**src/rtl/mips_pkg.sv**
```systemverilog
// Shared definitions for the instruction sequencer: FSM state encoding,
// the sequential PC step and the default trap vector.
package mips_pkg;

    typedef enum logic [1:0] {
        ST_IDLE  = 2'b00,
        ST_FETCH = 2'b01,
        ST_EXEC  = 2'b10,
        ST_TRAP  = 2'b11
    } state_e;

    localparam logic [31:0] PC_STEP            = 32'd4;
    localparam logic [31:0] EXC_VECTOR_DEFAULT = 32'h8000_0180;

    // Clears the two byte-offset bits so a redirect lands on a word boundary.
    function automatic logic [31:0] word_align(input logic [31:0] addr);
        return addr & ~32'h0000_0003;
    endfunction

endpackage

```
**src/rtl/pc_sequencer_fetch_timer.sv**
```systemverilog
// Fetch wait counter: counts FETCH cycles that went by without an
// acknowledge and flags when the count reaches TIMEOUT.
module fetch_timer
    import mips_pkg::*;
#(
    parameter int TIMEOUT = 16
) (
    input  logic i_clk,
    input  logic i_rst_n,
    input  logic i_clear,
    input  logic i_en,
    output logic o_expired
);

    localparam int             CW    = $clog2(TIMEOUT + 1);
    localparam logic [CW-1:0]  LIMIT = CW'(TIMEOUT);

    logic [CW-1:0] count_q;
    logic [CW-1:0] count_d;

    assign o_expired = (count_q == LIMIT);

    // Clear wins over counting; the count stops once it reaches the limit.
    always_comb begin
        count_d = count_q;
        if (i_clear) begin
            count_d = '0;
        end else if (i_en && !o_expired) begin
            count_d = count_q + CW'(1);
        end
    end

    // Counter register.
    always_ff @(posedge i_clk or negedge i_rst_n) begin
        if (!i_rst_n) begin
            count_q <= '0;
        end else begin
            count_q <= count_d;
        end
    end

endmodule

```
**src/rtl/pc_sequencer.sv**
```systemverilog
// Instruction sequencer: fetches one word at the current PC, holds it for
// the datapath until it completes, then advances or redirects the PC.
// Optional trap support is built when PC_SEQUENCER_EXC_EN is defined.
//
// imem handshake: o_imem_req is high with o_imem_addr stable until a rising
// edge where i_imem_ack is also high; that edge transfers i_imem_data.
// An ack seen while o_imem_req is low is ignored.
module pc_sequencer
    import mips_pkg::*;
#(
    parameter logic [31:0] RESET_PC   = 32'h0000_0000,
    parameter int          TIMEOUT    = 16,
    parameter logic [31:0] EXC_VECTOR = EXC_VECTOR_DEFAULT
) (
    input  logic        i_clk,
    input  logic        i_rst_n,
    output logic        o_imem_req,
    output logic [31:0] o_imem_addr,
    input  logic        i_imem_ack,
    input  logic [31:0] i_imem_data,
    output logic [31:0] o_instr,
    output logic        o_instr_valid,
    input  logic        i_exec_done,
    input  logic        i_stall,
    input  logic        i_pcsrc,
    input  logic [31:0] i_nextpc,
    output logic [31:0] o_pc,
    output logic [31:0] o_pc_plus4,
    output logic        o_trap,
    output logic [31:0] o_epc
);

    state_e      state_q;
    state_e      state_d;
    logic        started_q;
    logic [31:0] pc_q;
    logic [31:0] pc_d;
    logic [31:0] instr_q;
    logic [31:0] instr_d;
    logic [31:0] pc_plus4;
    logic [31:0] redir_pc;
    logic        ack_take;
    logic        advance;
    logic        tmo_expired;
    logic        timer_clear;
    logic        timer_en;

    assign pc_plus4    = pc_q + PC_STEP;
    assign redir_pc    = word_align(i_nextpc);
    assign ack_take    = o_imem_req && i_imem_ack;
    assign advance     = (state_q == ST_EXEC) && i_exec_done && !i_stall;

    assign o_pc        = pc_q;
    assign o_pc_plus4  = pc_plus4;
    assign o_imem_addr = pc_q;
    assign o_instr     = instr_q;

    // Counter sits at zero outside FETCH, so every FETCH entry starts fresh;
    // an expiry also restarts it for the retry.
    assign timer_clear = (state_q != ST_FETCH) || tmo_expired;
    assign timer_en    = (state_q == ST_FETCH) && !ack_take;

    fetch_timer #(
        .TIMEOUT (TIMEOUT)
    ) u_fetch_timer (
        .i_clk     (i_clk),
        .i_rst_n   (i_rst_n),
        .i_clear   (timer_clear),
        .i_en      (timer_en),
        .o_expired (tmo_expired)
    );

`ifdef PC_SEQUENCER_EXC_EN
    logic [31:0] epc_q;
    logic [31:0] epc_d;
    logic        misaligned;
    logic        trap_entry;

    assign misaligned = i_pcsrc && (i_nextpc[1:0] != 2'b00);
    assign trap_entry = ((state_q == ST_FETCH) && tmo_expired) || (advance && misaligned);
    assign o_epc      = epc_q;

    // Faulting PC capture on the edge that enters TRAP.
    always_comb begin
        epc_d = epc_q;
        if (trap_entry) begin
            epc_d = pc_q;
        end
    end

    // Exception PC register.
    always_ff @(posedge i_clk or negedge i_rst_n) begin
        if (!i_rst_n) begin
            epc_q <= '0;
        end else begin
            epc_q <= epc_d;
        end
    end
`else
    logic unused_cfg;

    assign unused_cfg = ^EXC_VECTOR;
    assign o_epc      = '0;
    assign o_trap     = 1'b0;
`endif

    // State, PC and instruction registers.
    always_ff @(posedge i_clk or negedge i_rst_n) begin
        if (!i_rst_n) begin
            state_q   <= ST_IDLE;
            started_q <= 1'b0;
            pc_q      <= RESET_PC;
            instr_q   <= '0;
        end else begin
            state_q   <= state_d;
            started_q <= 1'b1;
            pc_q      <= pc_d;
            instr_q   <= instr_d;
        end
    end

    // Next-state logic; IDLE waits for the first edge to register the reset release.
    always_comb begin
        state_d = state_q;
        case (state_q)
            ST_IDLE: begin
                if (started_q) state_d = ST_FETCH;
            end
            ST_FETCH: begin
                if (ack_take) begin
                    state_d = ST_EXEC;
`ifdef PC_SEQUENCER_EXC_EN
                end else if (tmo_expired) begin
                    state_d = ST_TRAP;
`endif
                end
            end
            ST_EXEC: begin
                if (advance) begin
`ifdef PC_SEQUENCER_EXC_EN
                    state_d = misaligned ? ST_TRAP : ST_FETCH;
`else
                    state_d = ST_FETCH;
`endif
                end
            end
`ifdef PC_SEQUENCER_EXC_EN
            ST_TRAP: state_d = ST_FETCH;
`endif
            default: state_d = ST_IDLE;
        endcase
    end

    // Datapath next values: instruction capture on ack, PC step/redirect on completion.
    always_comb begin
        pc_d    = pc_q;
        instr_d = instr_q;
        if ((state_q == ST_FETCH) && ack_take) begin
            instr_d = i_imem_data;
        end
        if (advance) begin
            pc_d = i_pcsrc ? redir_pc : pc_plus4;
        end
`ifdef PC_SEQUENCER_EXC_EN
        if (trap_entry) begin
            pc_d = EXC_VECTOR;
        end
`endif
    end

    // Outputs decoded from state; the request drops in the expiry cycle.
    always_comb begin
        o_imem_req    = 1'b0;
        o_instr_valid = 1'b0;
`ifdef PC_SEQUENCER_EXC_EN
        o_trap        = 1'b0;
`endif
        case (state_q)
            ST_FETCH: o_imem_req    = !tmo_expired;
            ST_EXEC:  o_instr_valid = 1'b1;
`ifdef PC_SEQUENCER_EXC_EN
            ST_TRAP:  o_trap        = 1'b1;
`endif
            default: ;
        endcase
    end

endmodule

```
**config.mk**
```make
export PLATFORM = sky130hd
export DESIGN_NAME = pc_sequencer
export DESIGN_NICKNAME = d
export VERILOG_FILES = /design/src/rtl/mips_pkg.sv /design/src/rtl/pc_sequencer_fetch_timer.sv /design/src/rtl/pc_sequencer.sv
export SDC_FILE = /design/constraint.sdc
export NUM_CORES = 1
export LEC_CHECK = 0
export BUFFER_PORTS_ARGS = -buffer_cell sky130_fd_sc_hd__buf_4
export CELL_PAD_IN_SITES_DETAIL_PLACEMENT = 0
export CELL_PAD_IN_SITES_GLOBAL_PLACEMENT = 2
export CORE_AREA = 2 2 136 138
export DETAILED_ROUTE_END_ITERATION = 8
export DIE_AREA = 0 0 138 140
export GPL_TIMING_DRIVEN = 0
export PLACE_DENSITY_LB_ADDON = 0.1
export SYNTH_ARGS = -nofsm -noshare
export SYNTH_HDL_FRONTEND = slang
export SYNTH_SLANG_ARGS = --single-unit
export TNS_END_PERCENT = 20
```
**constraint.sdc**
```tcl
create_clock -name i_clk -period 2.3 [get_ports i_clk]
set_input_delay 0 -clock i_clk [delete_from_list [all_inputs] [get_ports i_clk]]
set_output_delay 0 -clock i_clk [all_outputs]
set_load 0.005 [all_outputs]
```
# After elaboration in Yosys (flattened, before gate mapping)
# Index checks and enable logic that the tools add are counted.
# word_totals
output_inout_bits	163
reg_bits	72
in_bits	70
# op_classes
n_eq_ne	7
n_addsub	2
muxes	9
n_reduce_logical	13
# op_table
cell	count
32-bit by 3-bit adder with 32-bit output, second input constant	1
32-bit 2-to-1 mux	1
5-bit 2-to-1 mux	2
1-bit logical AND	6
2-bit 2-to-1 mux	3
2-bit inequality test, second input constant	3
2-bit case mux with 3 select lines	1
5-bit by 1-bit adder with 5-bit output, second input constant	1
5-bit == test, second input constant	1
1-bit zero test	3
3-bit AND reduction	1
2-bit by 1-bit == test with 1-bit output, second input constant	1
2-bit == test, second input constant	1
2-bit zero test	1
1-bit 2-to-1 mux	2
2-bit by 1-bit inequality test with 1-bit output, second input constant	1
2-bit nonzero test	1
1-bit logical OR	1

# Logic depth before layout (Yosys ltp)
# Gate-level depths: netlist (run 1).
# depth
depth_word	9
mapped_depth	7

# Cells and area by module
# A second synthesis (run 1) with hierarchy kept.
# hier_totals
cells_unflattened	493
hier_area_um2	4611.9
# modules_own_cells
mod	area_per_inst_um2	cells_per_inst	seq_area_each_um2	n_inst
pc_sequencer	4331.7	466	1626.6	1
fetch_timer	280.3	27	125.1	1

# Least setup slack after synthesis (run 1)
# No wires, ideal clock.
# synth_path
kind	flip-flop to flip-flop
start	register pc_q[5], in the netlist o_imem_addr[5]
end	register pc_q[22], in the netlist o_imem_addr[22]
path_slack_ps	460
required_time_ps	2220
n_path_buf	2
stages_incl_launch_ff	7
arrival_time_ps	1760
cell_sequence	dfrtp_1 buf_2 nand4_2 buf_6 or4_4 or2_4 o211ai_2
# synth_via
elab_chain_len	2
# synth_lines
item	line	text
start, declared	pc_sequencer.sv:36	logic [31:0] pc_q;
start signal, assigned	pc_sequencer.sv:117	pc_q <= pc_d;
32-bit by 3-bit adder with 32-bit output	pc_sequencer.sv:48	assign pc_plus4 = pc_q + PC_STEP;
32-bit 2-to-1 mux	pc_sequencer.sv:162	pc_d = i_pcsrc ? redir_pc : pc_plus4;
# Every way passes these cells.
# A chain may end at the register's enable or synchronous reset.

# Worst setup path in the final report (run 1)
# layout_path
start	register pc_q[5], in the netlist o_imem_addr[5]
end	output port o_pc_plus4[22]
# layout_via
elab_chain_len	1
# layout_lines
item	line	text
32-bit by 3-bit adder with 32-bit output	pc_sequencer.sv:48	
end, declared	pc_sequencer.sv:28	output logic [31:0] o_pc_plus4,
# Every way passes these cells.

==> results of run 1 <==
-- synthesized netlist by cell type (4+ instances only) --
| cell | count |
|---|---|
| dfrtp_1 | 70 |
| buf_4 | 69 |
| mux2_2 | 32 |
| nand2_1 | 26 |
| nor2_1 | 26 |
| nand3_1 | 24 |
| clkbuf_1 | 19 |
| xnor2_1 | 19 |
| a21oi_1 | 15 |
| nor3_1 | 15 |
| and3_1 | 14 |
| o21ai_0 | 13 |
| inv_1 | 12 |
| nand4_1 | 12 |
| xor2_1 | 12 |
| a31oi_1 | 10 |
| o211ai_1 | 10 |
| buf_2 | 8 |
| a311o_1 | 6 |
| nor4_1 | 6 |
| and4_1 | 5 |
| mux2i_1 | 5 |
| or3_1 | 5 |
| o21a_1 | 4 |
| o2bb2ai_1 | 4 |
-- repair_timing --
| item | CTS | global route |
|---|---|---|
| endpoints found under the setup margin | 23 | 15 |
| endpoints found under the hold margin | 122 | 0 |
| resized for setup | 11 | 24 |
| hold buffers | 52 | 0 |
| pin swaps | 0 | 2 |
| buffers inserted | 2 | 6 |
-- registers in the layout (all words and copies together) (netlist names) --
signal,cells
o_instr,32
state_q,2
o_imem_addr,30
started_q,1
u_fetch_timer.count_q,5
-- critical path: cells and delay by family, from the launching register on --
family / cells / cell delay (ns)
xor+xnor: 1 / 0.13
simple gates: 3 / 1.00
buf+inv: 3 / 0.46
flops: 1 / 0.36
-- area by class of cell --
type                    instances  area (um^2)  area share [%]
repair buffers                250         2010            27.2
inverters                      13         48.8           0.661
plain buffers                  99          672            9.10
flip-flops and latches         70         1760            23.9
multi-input cells             340         2300            31.1
diodes                          2         5.00          0.0678
well taps                     229          287            3.88
clock buffers                  12          256            3.48
clock inverters                 3         43.8           0.593
-- where the power goes --
group          internal (mW)  switching (mW)  total, mW
combinational           1.93            1.23       3.16
clock                  0.894           0.546       1.44
sequential              1.71           0.496       2.20
total                   4.53            2.27       6.80
-- metrics by stage --
stage                     area (um^2)  hold slack, ns  power (mW)  setup WS, ns
final                            7380          0.0121        6.80        0.0133
after global routing             7380          0.0236        7.28       -0.0582
after CTS                        7270         0.00159        6.81        -0.141
after detailed placement         6390           0.233        5.22       -0.0975
after global placement           6390           0.225        5.19       -0.0551
after floorplan                  4680          -0.296        3.53         0.460
-- final timing paths --
| check | start | endpoint | cells after the start |
|---|---|---|---|
| setup / recovery | o_imem_addr[5] | o_pc_plus4[22] | 7 |
| hold / removal | i_nextpc[19] | o_imem_addr[19] | 4 |
| setup reg to reg | u_fetch_timer.count_q[0] | o_instr[0] | 7 |
| hold reg to reg | o_instr[24] | o_instr[24] | 1 |
| max in group asynchronous | i_rst_n | o_imem_addr[19] | 2 |
| min in group asynchronous | i_rst_n | o_imem_addr[28] | 2 |
-- metal layers --
metal / up-vias / wire [um] / share of wire, % / track usage, %
met5: - / 0 / 0 / 0
met4: 0 / 123 / 0.75 / 3.92
met3: 10 / 1180 / 7.2 / 5.06
met2: 142 / 7950 / 48 / 27.7
met1: 2152 / 7180 / 44 / 21.0
li1: 2219 / - / - / -
-- cell families (layout without fill, tap and decap cells) --
group,Yosys count,after routing
compound gates,75,75
mux,37,37
other cells,2,42
simple gates,154,154
buf+inv,114,377
xor+xnor,31,31
fa+ha+maj,3,3
flops,70,70
==> out/results.md, run 1 <==
| Item | Reported | Unit |
|---|---|---|
| Startpoint class of the critical path | flip-flop | - |
| Leak Pwr | 3.47 | nW |
| Wire length reported by the detailed router | 16.4 | mm |
| Cell row count | 49 | - |
| Mean post-synth cell area | 9.34 | um^2 |
| Core occupancy in the finished layout | 41.5 | % |
| Wire length per cell | 16.1 | um |
| Standard cell core area | 17800 | um^2 |
| Synth-to-Final Area Change | 62.6 | % |
| Worst Path Required | 2.30 | ns |
| Setup slack, reg-to-reg | 0.24 | ns |
| Dominant combinational cell family by area after synthesis | simple AND/OR/NAND/NOR gates | - |
| Number of antenna violations at the first check in global routing | 2 | - |
| Period utilization | 99.4 | % |
| Setup repair after global routing missed its margin | yes | - |
| Main synth FF type | dfrtp_1 | - |
| Arrival time reported for the critical path endpoint | 2.29 | ns |
| GRT Resource Usage Total | 16.5 | % |
| Warnings, synthesis | 0 | - |
| Vias in the first global route | 4549 | - |
| Critical-path maximum fanout | 10 | - |
| Post-Synth Simple-Gate Area | 18.5 | % |
| Clk pin slew, worst setup/hold paths | 0.06 | ns |
| Compound-Gate Fraction of Synth Area | 11.4 | % |
| Number of I/O pins | 233 | - |
| Sink count of the clock tree | 70 | - |
| Final Hold Fails | 0 | - |
| Synthesized-area fraction occupied by adder cells | 0.827 | % |
| Initial Utilization | 25.5 | % |
| Setup violations, final | 0 | - |
| Placed cell count | 943 | - |
| Number of design rule violations left after detail routing | 0 | - |
| Cell with the largest stage delay on the worst path | or4_4 | - |
| Number of distinct library cells after synthesis | 55 | - |
| Async set-or-reset flop fraction in the synthesized netlist | 100 | % |
| Final Critical Period | 2.29 | ns |
| Placed wire-length estimate after detailed placement | 12.2 | mm |
| Top cells by area in the synthesized netlist | dfrtp_1 (39%), buf_4 (11%), mux2_2 (7.9%), xnor2_1 (3.7%), nand3_1 (2.6%) | - |
| Power per cell area | 922 | nW/um^2 |
| Port Buf Inserts | 190 | - |
| Dominant cell type by count on the critical path | buf_6 | - |
| Cell count after synthesis | 486 | - |
| Synthesis-stage register bit count | 70 | - |
| Maximum operating frequency | 0.437 | GHz |
| Slew Viols, Final | 0 | - |
| Parity-gate share of the synthesized area counting xor and xnor cells | 5.98 | % |
| Routability congestion estimate from global placement | 0.762 | - |
| Average via count per standard cell | 4.44 | - |
| Htree depth | 3 | - |
| Count of nets left with antenna violations after detail routing | 0 | - |
| Largest net degree at the start of global routing | 71 | - |
| Most used cells in the layout excluding fill and tap cells | buf_4 (268), dfrtp_1 (60), dlygate4sd3_1 (52) | - |
| FILL cells | 1814 | - |
| Most common cell after layout, fill and taps aside | buf_4 | - |
| Cell taking the most area after synthesis | dfrtp_1 | - |
| Worst-margin pin slew | 0.998 | ns |
| Number of buffers created by CTS | 9 | - |
| GRT Residual Overflow | 0 | - |
| Share of the yosys chip area belonging to registers | 38.6 | % |
| Critical path type | reg2out | - |
| Clock latency reported for the late side of the worst-skew pair | 0.34 | ns |
| Mapped cell area | 4540 | um^2 |
| Max Clock Skew | 0.00798 | ns |
| Horizontal die dimension | 138 | um |
| Max Cap Viol | 0 | - |
| Normalized max-slew margin | 33.5 | % |
| Die height | 140 | um |
| Multiplexer share of the synthesized area | 9.04 | % |
| CTS tree | done | - |
| Critical Path, Cell by Cell | buf_6 -> nand4_4 -> buf_6 -> or4_4 -> or2_4 -> xnor2_2 -> buf_4 | - |
| Violation count after the first detailed-routing iteration | 163 | - |
| Fraction of synthesized cell area taken by the top area cell type | 38.6 | % |
| Run status | completed | - |
| Biggest cell delay along the critical path | 0.57 | ns |
| Count of vias placed by the detailed router | 4523 | - |
| Worst IR Drop VDD | 506 | uV |
| Critical Path End Type | output pin | - |
| Setup TNS after final layout | 0 | ns |
| Fin nets | 856 | - |
| Router iterations before antenna repair | 5 | - |
| Post-synth EDFFs | 0 | - |
| Type of the worst min-delay path | in2reg | - |
| DIE AREA | 19300 | um^2 |
| Maximum root-to-sink buffer count | 2 | - |
| Share of layout cells above drive strength 1 | 44.9 | % |
| Clock root buffer | clkbuf_16 | - |
| Final std cells w/o fill | 1018 | - |
| Global-route wire length before repair | 25.4 | mm |
Power figures use the tool's default switching activity.
==> run 2: changes to the inputs <==
--- a/config.mk
+++ b/config.mk
@@ -8,12 +8,13 @@
 export BUFFER_PORTS_ARGS = -buffer_cell sky130_fd_sc_hd__buf_4
 export CELL_PAD_IN_SITES_DETAIL_PLACEMENT = 0
 export CELL_PAD_IN_SITES_GLOBAL_PLACEMENT = 2
-export CORE_AREA = 2 2 136 138
+export CORE_AREA = 2 2 137 139
 export DETAILED_ROUTE_END_ITERATION = 8
-export DIE_AREA = 0 0 138 140
+export DIE_AREA = 0 0 139 141
 export GPL_TIMING_DRIVEN = 0
 export PLACE_DENSITY_LB_ADDON = 0.1
 export SYNTH_ARGS = -nofsm -noshare
 export SYNTH_HDL_FRONTEND = slang
+export SYNTH_HIERARCHICAL = 1
 export SYNTH_SLANG_ARGS = --single-unit
 export TNS_END_PERCENT = 20
==> out/results.md, run 2 <==
| Item | Reported | Unit |
|---|---|---|
| Placed cell count | 955 | - |
| Global routing usage on met2 | 28.5 | % |
| Count of vias placed by the detailed router | 4612 | - |
| Share of layout cells above drive strength 1 | 45.8 | % |
| Placed wire-length estimate after detailed placement | 11.7 | mm |
| Routability congestion estimate from global placement | 0.803 | - |
| Setup TNS after final layout | -0.0229 | ns |
| Sequential group share of total power | 29.7 | % |
| Htree depth | 3 | - |
| Count of nets left with antenna violations after detail routing | 0 | - |
| Number of antenna violations at the first check in global routing | 0 | - |
| Power consumption | 7.14 | mW |
| Max Clock Skew | 0.0110 | ns |
| Critical Path Source | o_imem_addr[10] | - |
| Wire length reported by the detailed router | 16.7 | mm |
| Warnings, synthesis | 6 | - |
| Async set-or-reset flop fraction in the synthesized netlist | 100 | % |
| Clock root buffer | clkbuf_16 | - |
| Mean post-synth cell area | 9.35 | um^2 |
| Most used cells in the layout excluding fill and tap cells | buf_4 (284), dfrtp_1 (64), dlygate4sd3_1 (56) | - |
| Clk pin slew, worst setup/hold paths | 0.06 | ns |
| Number of I/O pins | 233 | - |
| Fraction of synthesized cell area taken by the top area cell type | 38.0 | % |
| Standard cell core area | 18300 | um^2 |
| Met3 GRT Util | 2.62 | % |
| Max FFs per register | 32 | - |
| Most common cell after layout, fill and taps aside | buf_4 | - |
| GRT Resource Usage Total | 16.5 | % |
| Top cells by area in the synthesized netlist | dfrtp_1 (38%), buf_4 (11%), mux2_2 (8.1%), xnor2_1 (3.6%), nor2_1 (2.4%) | - |
| Slew Viols, Final | 0 | - |
| Horizontal die dimension | 139 | um |
| Number of design rule violations left after detail routing | 0 | - |
| Type of the worst min-delay path | in2reg | - |
| GRT Residual Overflow | 0 | - |
| Port Buf Inserts | 190 | - |
| Normalized max-slew margin | 36.0 | % |
| Clock latency reported for the late side of the worst-skew pair | 0.34 | ns |
| Reported net switching power | 2.41 | mW |
| Cell types with the highest counts after synthesis | buf_4 (70), dfrtp_1 (70), mux2_2 (33), nor2_1 (30), clkbuf_1 (23) | - |
| Die height | 141 | um |
| Net switching fraction of the power | 33.8 | % |
| Cell row count | 50 | - |
| Clk network pwr share | 21.7 | % |
| Critical-path maximum fanout | 9 | - |
| Violated checks | negative setup slack | - |
| Average via count per standard cell | 4.40 | - |
| Arrival time reported for the critical path endpoint | 2.32 | ns |
| Share of the yosys chip area belonging to registers | 38.0 | % |
| Final std cells w/o fill | 1047 | - |
| Vias in the first global route | 4679 | - |
| Largest net degree at the start of global routing | 71 | - |
| Synthesis-stage register bit count | 70 | - |
| Worst Path Required | 2.30 | ns |
| Run status | complete, but fails checks | - |
| Period utilization | 101 | % |
| Cell count after synthesis | 493 | - |
| Maximum operating frequency | 0.430 | GHz |
| Power per cell area | 931 | nW/um^2 |
| Worst-margin pin slew | 0.960 | ns |
| Busiest layer in global routing | met2 | - |
| Maximum root-to-sink buffer count | 2 | - |
| Max Cap Viol | 0 | - |
| Leak Pwr | 3.66 | nW |
| Area after DPL | 6470 | um^2 |
| Setup violations, final | 1 | - |
| Post-synth EDFFs | 0 | - |
| Setup repair after global routing missed its margin | yes | - |
| RR Startpoint | u_fetch_timer/count_q[0] | - |
| Cell taking the most area after synthesis | dfrtp_1 | - |
| Fin nets | 881 | - |
| Number of buffers created by CTS | 9 | - |
| DIE AREA | 19600 | um^2 |
| CTS tree | done | - |
| Main synth FF type | dfrtp_1 | - |
| Combinational group share of total power | 48.6 | % |
| Worst IR Drop VDD | 480 | uV |
| Antenna diodes | 0 | - |
| Core occupancy in the finished layout | 42.0 | % |
| Startpoint class of the critical path | flip-flop | - |
| Critical Path End Type | output pin | - |
| Mapped cell area | 4610 | um^2 |
| Violation count after the first detailed-routing iteration | 152 | - |
| Final Critical Period | 2.32 | ns |
| Router iterations before antenna repair | 4 | - |
| Met1 Usage GRT | 21.7 | % |
| Initial Utilization | 25.2 | % |
| HP Start | i_nextpc[14] | - |
| Global-route wire length before repair | 25.6 | mm |
| Final standard cell area without fillers | 7670 | um^2 |
| Worst path setup slack after routing | -0.0229 | ns |
| Sink count of the clock tree | 70 | - |
| Wire length per cell | 15.9 | um |
| Number of distinct library cells after synthesis | 53 | - |
| Final Hold Fails | 0 | - |
| Synth-to-Final Area Change | 66.2 | % |
| Critical path type | reg2out | - |
| Internal Power | 4.72 | mW |
[run 2: cell count changes in the layout (fill, tap and decap cells not counted), moves of 4 or more]
cell           change
dfrtp_2            -4
nand3_1            -6
buf_4             +16
nand2_1            -9
nand2b_1           +6
dfrtp_1            +4
dlygate4sd3_1      +4
o21ai_0            +4
or3_1              +7
[run 2: cell type report]
cell class                 instances  area (um^2)
tap                              234          293
multi-input combinational        343         2390
sequential                        70         1760
buffer                           100          688
clock inverter                     6         93.8
clock buffer                      10          229
inverter                          15         56.3
fill                            1852        10600
timing repair buffer             269         2160
[run 2: cells by family (layout without fill, tap and decap cells)]
| kind of cell | count (synthesis) | count (layout) | synth area share (%) |
|---|---|---|---|
| flops | 70 | 70 | 38.0 |
| compound gates | 87 | 87 | 13.0 |
| mux | 35 | 35 | 8.49 |
| xor+xnor | 30 | 30 | 5.70 |
| other cells | 2 | 40 | 0.163 |
| buf+inv | 118 | 400 | 15.6 |
| fa+ha+maj | 3 | 3 | 0.814 |
| simple gates | 148 | 148 | 18.2 |
[run 2: through the flow]
step	hold slack, ns	worst slack [ns]
3_5_place_dp	0.230	-0.442
3_3_place_gp	0.227	-0.438
2_1_floorplan	-0.296	0.0707
4_1_cts	0.00301	-0.137
5_1_grt	0.0334	-0.102
6_report	0.0126	-0.0229
[run 2: path summary, 6_finish.rpt]
check	end	slack [ns]	depth (start not counted)
worst max-delay path	o_pc_plus4[22]	-0.02	7
worst min-delay path	o_imem_addr[14]	0.01	3
worst max register to register	u_fetch_timer/count_q[0]	0.14	9
worst min register to register	o_instr[9]	0.51	1
max in group asynchronous	o_imem_addr[8]	1.27	2
min in group asynchronous	o_instr[26]	0.36	2
[run 2: what timing repair did]
action	in CTS	in global routing
pin swaps	5	3
endpoints found under the hold margin	124	0
setup buffers	13	10
hold buffers	56	0
gates resized for setup	27	17
endpoints found under the setup margin	72	18
[run 2: metal layers]
layer | vias to the layer above | part of all wire (%) | wire length (um)
li1 | 2274 | - | -
met1 | 2182 | 45 | 7450
met2 | 146 | 49 | 8250
met3 | 10 | 5.1 | 845
met4 | 0 | 0.93 | 155
met5 | - | 0 | 0
[run 2: power by group through the flow]
stage                     clock [mW]  sequential [mW]  combinational [mW]
after floorplan                    0             2.09                1.52
after global placement             0             2.13                3.10
after detailed placement           0             2.16                3.13
after CTS                       1.59             2.13                3.39
after global routing            1.64             2.19                3.79
final                           1.55             2.12                3.47
[run 2: critical path: stages, from the launching register on]
cell and delay (ns):
dfrtp_1 0.36, buf_6 0.15, nand4_4 0.18, or4_1 0.58, buf_6 0.16, or2_4 0.27
xnor2_2 0.16, buf_4 0.13
==> run 3: changes to the inputs <==
--- a/config.mk
+++ b/config.mk
@@ -9,6 +9,7 @@
 export CELL_PAD_IN_SITES_DETAIL_PLACEMENT = 0
 export CELL_PAD_IN_SITES_GLOBAL_PLACEMENT = 2
 export CORE_AREA = 2 2 137 139
+export CTS_BUF_LIST = sky130_fd_sc_hd__clkbuf_4 sky130_fd_sc_hd__clkbuf_8
 export DETAILED_ROUTE_END_ITERATION = 8
 export DIE_AREA = 0 0 139 141
 export GPL_TIMING_DRIVEN = 0
==> out/results.md, run 3 (synthesis results as in run 2) <==
| Item | Reported | Unit |
|---|---|---|
| Count of vias placed by the detailed router | 4661 | - |
| Type of the worst min-delay path | in2reg | - |
| Number of design rule violations left after detail routing | 0 | - |
| RR Startpoint | u_fetch_timer/count_q[0] | - |
| Fin nets | 895 | - |
| Vias in the first global route | 4688 | - |
| Router iterations before antenna repair | 4 | - |
| Slew Viols, Final | 0 | - |
| Antenna diodes | 0 | - |
| Final Hold Fails | 0 | - |
| Normalized max-slew margin | 36.0 | % |
| Most used cells in the layout excluding fill and tap cells | buf_4 (292), dfrtp_1 (64), dlygate4sd3_1 (62) | - |
| Sink count of the clock tree | 70 | - |
| Final standard cell area without fillers | 7720 | um^2 |
| Run status | completed | - |
| Power per cell area | 883 | nW/um^2 |
| Number of antenna violations at the first check in global routing | 0 | - |
| Net switching fraction of the power | 35.2 | % |
| Core occupancy in the finished layout | 42.2 | % |
| Most common cell after layout, fill and taps aside | buf_4 | - |
| Number of I/O pins | 233 | - |
| Arrival time reported for the critical path endpoint | 2.27 | ns |
| Htree depth | 3 | - |
| Horizontal die dimension | 139 | um |
| Placed cell count | 955 | - |
| Critical path type | reg2out | - |
| Routability congestion estimate from global placement | 0.803 | - |
| Cell row count | 50 | - |
| Worst hold path depth | 4 | - |
| Average via count per standard cell | 4.39 | - |
| Wire length reported by the detailed router | 16.8 | mm |
| Initial Utilization | 25.2 | % |
| Setup slack, reg-to-reg | 0.13 | ns |
| Startpoint class of the critical path | flip-flop | - |
| Period utilization | 98.8 | % |
| Setup repair after global routing missed its margin | yes | - |
| Port Buf Inserts | 190 | - |
| Critical-path maximum fanout | 7 | - |
| Max Cap Viol | 0 | - |
| Die height | 141 | um |
| Cell with the largest stage delay on the worst path | or4_4 | - |
| FILL cells | 1857 | - |
| CTS tree | done | - |
| Number of gates on the worst path with buffers counted | 7 | - |
| Biggest cell delay along the critical path | 0.56 | ns |
| Reported net switching power | 2.40 | mW |
| Clock root buffer | clkbuf_8 | - |
| Max FFs per register | 32 | - |
| DIE AREA | 19600 | um^2 |
| Final std cells w/o fill | 1061 | - |
| Place WS | -0.442 | ns |
| Clock latency reported for the late side of the worst-skew pair | 0.36 | ns |
| Number of buffers created by CTS | 9 | - |
| Largest net degree at the start of global routing | 71 | - |
| Critical Path End Type | output pin | - |
| Reg2Reg Depth | 9 | - |
| Placed wire-length estimate after detailed placement | 11.7 | mm |
| Worst IR Drop VDD | 439 | uV |
| Synth-to-Final Area Change | 67.3 | % |
| Leak Pwr | 3.69 | nW |
| Worst Path Required | 2.30 | ns |
| Critical Path Source | o_imem_addr[6] | - |
| HP Start | i_nextpc[29] | - |
| Share of layout cells above drive strength 1 | 46.6 | % |
| Clk network pwr share | 17.2 | % |
| Crit path max-delay family | simple AND/OR/NAND/NOR gates | - |
| Max Clock Skew | 0.0197 | ns |
| Area after DPL | 6470 | um^2 |
| Maximum operating frequency | 0.440 | GHz |
| Wire length per cell | 15.8 | um |
| Critical Path, Cell by Cell | buf_6 -> nand4_1 -> or4_4 -> buf_6 -> or2_4 -> xnor2_2 -> buf_4 | - |
| Count of nets left with antenna violations after detail routing | 0 | - |
| Standard cell core area | 18300 | um^2 |
| Maximum root-to-sink buffer count | 2 | - |
| Worst-margin pin slew | 0.961 | ns |
| GRT Residual Overflow | 0 | - |
| Power consumption | 6.82 | mW |
| Final Critical Period | 2.27 | ns |
| Count of buffering cells on the critical path with inverters included | 3 | - |
| Setup violations, final | 0 | - |
| Worst path setup slack after routing | 0.0287 | ns |
| Sequential group share of total power | 30.9 | % |
| Violation count after the first detailed-routing iteration | 150 | - |
| Clk pin slew, worst setup/hold paths | 0.09 | ns |
| Dominant cell type by count on the critical path | buf_6 | - |
| Global-route wire length before repair | 25.6 | mm |
| Internal Power | 4.42 | mW |
| Combinational group share of total power | 51.9 | % |
| GRT Resource Usage Total | 16.6 | % |
-- run 3: repair_timing --
| action | in CTS | in global routing |
|---|---|---|
| buffers inserted | 15 | 15 |
| gates resized for setup | 33 | 20 |
| hold buffers | 62 | 0 |
| hold endpoints to repair | 130 | 0 |
| pin swaps | 6 | 6 |
| endpoints found under the setup margin | 72 | 20 |
-- run 3: through the flow --
| step | setup TNS, ns | hold slack (ns) |
|---|---|---|
| 2_1_floorplan | 0 | -0.296 |
| 3_3_place_gp | -8.43 | 0.227 |
| 3_5_place_dp | -9.82 | 0.230 |
| 4_1_cts | -0.196 | 0.00227 |
| 5_1_grt | -0.141 | 0.0454 |
| 6_report | 0 | 0.0231 |
-- run 3: worst register-to-register path, delay by kind of cell (launching register included) --
kind	cells	cell delay (ns)
buffers and inverters	2	0.29
AND/OR/NAND/NOR	5	0.88
adder cells (fa/ha/maj)	1	0.15
multiplexers	1	0.34
flip-flops	1	0.42
-- run 3: worst paths after layout --
check / to
max: o_pc_plus4[22]
min: o_imem_addr[29]
max reg2reg: u_fetch_timer/count_q[0]
min reg2reg: o_instr[9]
max in group asynchronous: o_imem_addr[11]
min in group asynchronous: o_instr[1]
-- run 3: layout make-up --
type	instances	area [um^2]	share of cell area, %
flip-flops and latches	70	1760	22.8
repair buffers	282	2270	29.4
inverters	15	56.3	0.730
well taps	234	293	3.79
plain buffers	101	689	8.93
clock buffers	10	131	1.70
multi-input cells	343	2420	31.4
clock inverters	6	93.8	1.22
-- run 3: metal layers --
layer / up-vias / GRT usage, % / part of all wire (%)
met3: 16 / 2.58 / 5.1
met2: 154 / 28.4 / 49
met1: 2191 / 21.7 / 45
met5: - / 0 / 0
met4: 0 / 4.68 / 1.3
li1: 2300 / - / -
-- run 3: power by group through the flow --
| stage | registers, mW | logic [mW] | clock network, mW |
|---|---|---|---|
| detailed placement | 2.16 | 3.13 | 0 |
| global route | 2.18 | 3.86 | 1.26 |
| CTS | 2.12 | 3.43 | 1.22 |
| global placement | 2.13 | 3.10 | 0 |
| finish | 2.10 | 3.54 | 1.17 |
| floorplan | 2.09 | 1.52 | 0 |
